==> config.mk <==
export PLATFORM = sky130hd
export DESIGN_NAME = sha512_thread_sched
export DESIGN_NICKNAME = d
export VERILOG_FILES = /design/src/rtl/sha512_thread_sched.sv
export SDC_FILE = /design/constraint.sdc
export NUM_CORES = 1
export LEC_CHECK = 0
export CORE_MARGIN = 1
export CORE_UTILIZATION = 55
export CTS_BUF_LIST = sky130_fd_sc_hd__clkbuf_8
export DETAILED_ROUTE_END_ITERATION = 12
export GPL_ROUTABILITY_DRIVEN = 0
export GPL_TIMING_DRIVEN = 0
export HOLD_SLACK_MARGIN = 0.03
export PLACE_DENSITY = 0.74
export SLEW_MARGIN = 0
export SYNTH_ARGS = -nofsm -noshare
export SYNTH_HDL_FRONTEND = slang
export SYNTH_SLANG_ARGS = --single-unit
==> constraint.sdc <==
create_clock -name CLK -period 4.65 [get_ports CLK]
set_input_delay 0.6975 -clock CLK [delete_from_list [all_inputs] [get_ports CLK]]
set_output_delay 0.6975 -clock CLK [all_outputs]
set_load 0.02 [all_outputs]
==> src/rtl/sha512_thread_sched.sv <==
// Per-thread lifecycle scheduler for the sha512crypt unit: EMPTY -> READY -> BUSY -> DONE -> EMPTY.
// Issues READY threads in round-robin order and never lets two seq siblings be in flight together.
module sha512_thread_sched #(
  parameter int N_CORES   = 4,
  parameter int N_THREADS = 4 * N_CORES,
  localparam int TW = $clog2(N_THREADS),
  localparam int CW = $clog2(N_THREADS + 1)
) (
  input  logic          CLK,
  input  logic          reset_n,
  input  logic          load_valid,
  input  logic [TW-1:0] load_num,
  output logic          load_ready,
  output logic          issue_valid,
  output logic [TW-1:0] issue_num,
  input  logic          issue_ready,
  input  logic          done_valid,
  input  logic [TW-1:0] done_num,
  output logic          unload_valid,
  output logic [TW-1:0] unload_num,
  input  logic          unload_ready,
  output logic [CW-1:0] busy_count,
  output logic          err
);

  typedef enum logic [1:0] {
    EMPTY = 2'd0,
    READY = 2'd1,
    BUSY  = 2'd2,
    DONE  = 2'd3
  } thread_state_e;

  thread_state_e state_q [N_THREADS];
  thread_state_e state_d [N_THREADS];

  logic [TW-1:0] issuePtr_q, issuePtr_d;
  logic [TW-1:0] unloadPtr_q, unloadPtr_d;
  logic [CW-1:0] busyCount_q, busyCount_d;
  logic          err_q, err_d;

  logic loadNumOk, doneNumOk;
  logic loadFire, issueFire, doneFire, unloadFire;
  logic [TW-1:0] siblingNum;

  // Scan order walks core_ctx upward and flips seq on wrap, so siblings are half a lap apart.
  function automatic logic [TW-1:0] nextThread(input logic [TW-1:0] t);
    if (t[TW-1:1] == (TW-1)'(2 * N_CORES - 1))
      nextThread = {{(TW-1){1'b0}}, ~t[0]};
    else
      nextThread = {(TW-1)'(t[TW-1:1] + 1'b1), t[0]};
  endfunction

  assign loadNumOk  = (int'(load_num) < N_THREADS);
  assign doneNumOk  = (int'(done_num) < N_THREADS);
  assign siblingNum = {issuePtr_q[TW-1:1], ~issuePtr_q[0]};

  assign load_ready   = loadNumOk && (state_q[load_num] == EMPTY);
  assign issue_num    = issuePtr_q;
  assign issue_valid  = (state_q[issuePtr_q] == READY) && (state_q[siblingNum] != BUSY);
  assign unload_num   = unloadPtr_q;
  assign unload_valid = (state_q[unloadPtr_q] == DONE);
  assign busy_count   = busyCount_q;
  assign err          = err_q;

  assign loadFire   = load_valid && load_ready;
  assign issueFire  = issue_valid && issue_ready;
  assign doneFire   = done_valid && doneNumOk && (state_q[done_num] == BUSY);
  assign unloadFire = unload_valid && unload_ready;

  // Each handshake needs a distinct source state, so the four updates never hit the same slot.
  always_comb begin
    state_d     = state_q;
    err_d       = err_q;
    busyCount_d = busyCount_q;

    if (loadFire)
      state_d[load_num] = READY;
    else if (load_valid)
      err_d = 1'b1;

    if (issueFire)
      state_d[issuePtr_q] = BUSY;

    if (doneFire)
      state_d[done_num] = DONE;
    else if (done_valid)
      err_d = 1'b1;

    if (unloadFire)
      state_d[unloadPtr_q] = EMPTY;

    if (issueFire && !doneFire) begin
      busyCount_d = busyCount_q + 1'b1;
    end else if (doneFire && !issueFire) begin
      if (busyCount_q == '0)
        err_d = 1'b1;
      else
        busyCount_d = busyCount_q - 1'b1;
    end

    issuePtr_d = (issue_valid && !issue_ready) ? issuePtr_q : nextThread(issuePtr_q);

    if (unload_valid && !unload_ready)
      unloadPtr_d = unloadPtr_q;
    else if (unloadPtr_q == TW'(N_THREADS - 1))
      unloadPtr_d = '0;
    else
      unloadPtr_d = unloadPtr_q + 1'b1;
  end

  always_ff @(posedge CLK or negedge reset_n) begin
    if (!reset_n) begin
      for (int i = 0; i < N_THREADS; i++)
        state_q[i] <= EMPTY;
      issuePtr_q  <= '0;
      unloadPtr_q <= '0;
      busyCount_q <= '0;
      err_q       <= 1'b0;
    end else begin
      state_q     <= state_d;
      issuePtr_q  <= issuePtr_d;
      unloadPtr_q <= unloadPtr_d;
      busyCount_q <= busyCount_d;
      err_q       <= err_d;
    end
  end

endmodule
==> run summary <==
The run finished with clean final reports. Max-cap violations in this run came to 0. The Yosys warning count was 0; the register bit total from synthesis was 46. The repair_antennas step left the layout with diodes totalling 0. For this run, the total global-route usage over all layers was measured as 33.8%. Of the total synthesized cell area, the portion taken by AND, OR, NAND and NOR gates is 22.2%. The largest total area in the synthesized netlist belongs to dfrtp_1. Buffers inserted during post-CTS setup optimization: 0. In the synthesized netlist the dominant register cell turns out to be dfrtp_1.

The portion of synthesized area spent on multiplexers is 21.8%. The worst setup path is launched from a flop. Across the VDD grid, the largest voltage drop is 0.315 mV. The utilization of the core after routing is 63.8%. The slowest cell on the critical path was dfrtp_1. The number of setup violations in the final report was 0; the post-synthesis average cell area was 10.1 um2.

For the pin with the worst max-slew slack, the measured transition is 0.843 ns. The number of filler cells placed in the layout came out at 590. The tree is rooted in a clkbuf_8.

Pin count of the biggest net entering global routing: 29. TritonCTS built the clock tree. The category of the critical setup timing path was reg2reg. The logs give 31 for the total number of placement rows and 46 for the number of sinks driven by the clock tree. The effective utilization at floorplan came out at 56.6%. The final clock period utilization by the worst path was 83.8%; the distinct cell type count of the synthesized netlist was 61. The run gives 0 as the initial antenna violation count.

By area, the combinational part of the netlist is dominated by simple AND/OR/NAND/NOR gates. In the routed layout, each cell is associated on average with a via count of 7.11. The via count of the first global-routing pass was 3,639; the power consumption was 0.00367 W. The clock period minus final worst setup slack works out to 3.90 ns. Synthesis produced a netlist with a net count of 432. The logs give 31 for the top-level I/O count and 4110 um2 for the mapped cell area.

The logs give 3,844 for the via count and 0 for the post-detailed-route count of antenna-violating nets. The number of clock buffers inserted by TritonCTS is 5, and the clock slew seen by the registers of the worst setup and hold paths is 0.10 ns. At the worst endpoint, the arrival time is 4.10 ns. In this run the standard cell core region covers 7250 um2.

The average wire length per cell after detail routing works out to 22.7 um. The detailed router finished its first iteration with 611 violations. The synthesized netlist devotes 3.84% of its cell area to adder and majority cells.

The kind of end point of the critical path was a flop. Setup repair after global routing left no endpoint under its margin. The area fraction in compound gates after synthesis was 17.3%; the static leakage power was 1.78 nW. STA puts the critical path data required time at 4.86 ns.

At the later pin of the worst-skew pair, clock insertion delay measures 0.32 ns. Summed over all nets, wire length on met3 after detailed routing comes to 1.36 mm. The die covers 7820 um2. The logs give 4.72 mm for the detailed-route wire length on metal 1 and 5.50 mm for the met2 routed wirelength.

In the final timing run, aggregate negative setup slack is 0 ns. For this run the aggregate overflow at the end of global routing stands at 0. The maximum fanout count along the critical path is 10, and the synthesized instance count is 406. Buffer depth of the longest clock path: 2.

The number of enable-type register cells in the synthesized netlist was 0; the highest cell delay on the worst timing path was 0.55 ns. For the wire length after detailed routing, the log shows 12.3 mm. Number of failing hold endpoints at the final stage: 0. Yosys attributes the largest share of cell area to dfrtp_1 28%, mux4_2 16%, nand2_1 3.9%. For the final database, setup skew stands at 0.0135 ns. From left edge to right edge, the die measures 88.4 um.

Worst hold-check path type: in2async. The synthesis-to-finish area growth came out at 12.6%. The tools report the number of max-slew violations in the final report as 0. The sequential share of the synthesized area is 28.0%, and the share of synthesized flip-flops with an asynchronous set or reset is 100%.

The vertical die dimension was 88.4 um; the count of input and output buffers was 27. Hold repair after CTS inserted 0 buffers. The depth of the CTS H-tree came out at 2. The first detailed-routing pass ran for 5 iterations. The total power divided by cell area was 794 nW/um2; the number of remaining DRC errors was 0. The xor/xnor share of the synthesized area is 1.49%, and the proportion of netlist area held by the largest area contributor is 28.0%.

Headroom to the max-slew limit came out at 43.3%. Detailed-placement wirelength estimate: 9.32 mm. The logs give 19.5 mm for the wire length of the first global-routing pass and 467 for the number of nets in the layout.

The uppermost layer routed is met4. Traced cell by cell, the critical path runs through buf_6 -> buf_2 -> mux4_2 -> a22oi_2 -> nand3_4 -> nor3b_4 -> buf_6 -> ha_1 -> inv_1 -> fa_1 -> a21o_1 -> a21oi_1 -> xnor2_1 -> nand2_1 -> xnor2_1. The share of cells above drive strength 1 was 19.9%. Based on the critical path, the design can be clocked at up to 257 MHz.

The run gives 0 as the post-CTS resize count.
through the flow:
stage / hold slack [ns] / std cells / setup slack [ns] / instance area, um2
after global placement: 0.481 / 532 / 0.548 / 4500
after CTS: 0.344 / 541 / 0.781 / 4630
after floorplan: 0.402 / 406 / 1.12 / 4110
after global routing: 0.356 / 541 / 0.587 / 4630
after detailed placement: 0.495 / 533 / 0.507 / 4520
final: 0.321 / 541 / 0.754 / 4630
worst max-delay path, delay by kind of cell (launching register included):
family / cells / cell delay, ns
compound gates: 3 / 0.61
xor+xnor: 2 / 0.28
fa+ha+maj: 2 / 0.59
buf+inv: 4 / 0.77
flops: 1 / 0.55
mux: 1 / 0.34
simple gates: 3 / 0.62
sequential cells by signal (all words and copies together), names as in the netlist:
name        flops
state_q        32
err             1
busy_count      5
unload_num      4
issue_num       4
area by class of cell:
type | count | area, um2 | share of cell area [%]
plain buffers | 27 | 173 | 3.73
clock buffers | 5 | 68.8 | 1.49
clock inverters | 3 | 41.3 | 0.893
inverters | 13 | 48.8 | 1.05
multi-input cells | 320 | 2730 | 59.1
flip-flops and latches | 46 | 1150 | 24.9
well taps | 99 | 124 | 2.68
repair buffers | 28 | 285 | 6.17
worst paths after layout:
kind                                                 from                   endpoint  slack (ns)  depth (start not counted)
worst max-delay path             issue_num[1]$_DFFE_PN0N_  busy_count[4]$_DFFE_PN0P_        0.75                         15
worst min-delay path                              reset_n      state_q[10]$_DFF_PN0_        0.32                          1
worst max register to register   issue_num[1]$_DFFE_PN0N_  busy_count[4]$_DFFE_PN0P_        0.75                         15
worst min register to register  busy_count[4]$_DFFE_PN0P_  busy_count[4]$_DFFE_PN0P_        0.50                          1
max in group asynchronous                         reset_n       state_q[6]$_DFF_PN0_        3.81                          2
min in group CLK                busy_count[4]$_DFFE_PN0P_  busy_count[4]$_DFFE_PN0P_        0.50                          1
metal layers:
layer / GRT usage, % / up-vias
met4: 16.1 / 0
met2: 51.7 / 302
met3: 7.28 / 64
met5: 0 / -
met1: 45.9 / 1852
li1: - / 1626
cells in the mapped netlist (6+ instances only):
| cell | number |
|---|---|
| xnor2_1 | 6 |
| o21ai_0 | 7 |
| nor3_1 | 7 |
| clkbuf_1 | 9 |
| mux4_2 | 30 |
| and3_1 | 7 |
| nand2_1 | 43 |
| dfrtp_1 | 46 |
| nor2b_1 | 10 |
| a31oi_1 | 12 |
| nand3_1 | 22 |
| nand2b_1 | 8 |
| ha_1 | 11 |
| inv_1 | 12 |
| nor2_1 | 30 |
| a21oi_1 | 21 |
| a22o_1 | 6 |
power by group:
part	leakage, nW	internal, W	total, W	switching, W
clock network	0.0556	0.000159	0.000313	0.000154
logic	1.16	0.00115	0.00239	0.00124
registers	0.560	0.000595	0.000973	0.000378
placed cells by master, fill, tap and decap left out, types with 10 or more instances in the layout:
cell type        instances
ha_1                    11
mux4_2                  30
inv_1                   13
nand3_1                 22
nor2_1                  30
a31oi_1                 12
nand2_1                 43
clkdlybuf4s50_1         26
nor2b_1                 10
dfrtp_1                 46
a21oi_1                 21
cell families (layout without fill, tap and decap cells):
logic type,count (synthesis),in the layout
and+or+nand+nor,164,164
AOI/OAI and AO/OA,94,94
DFF,46,46
muxes,43,43
buffers and inverters,40,76
adders and majority gates,12,12
xor gates and xnor gates,7,7
Power figures use the tool's default switching activity.
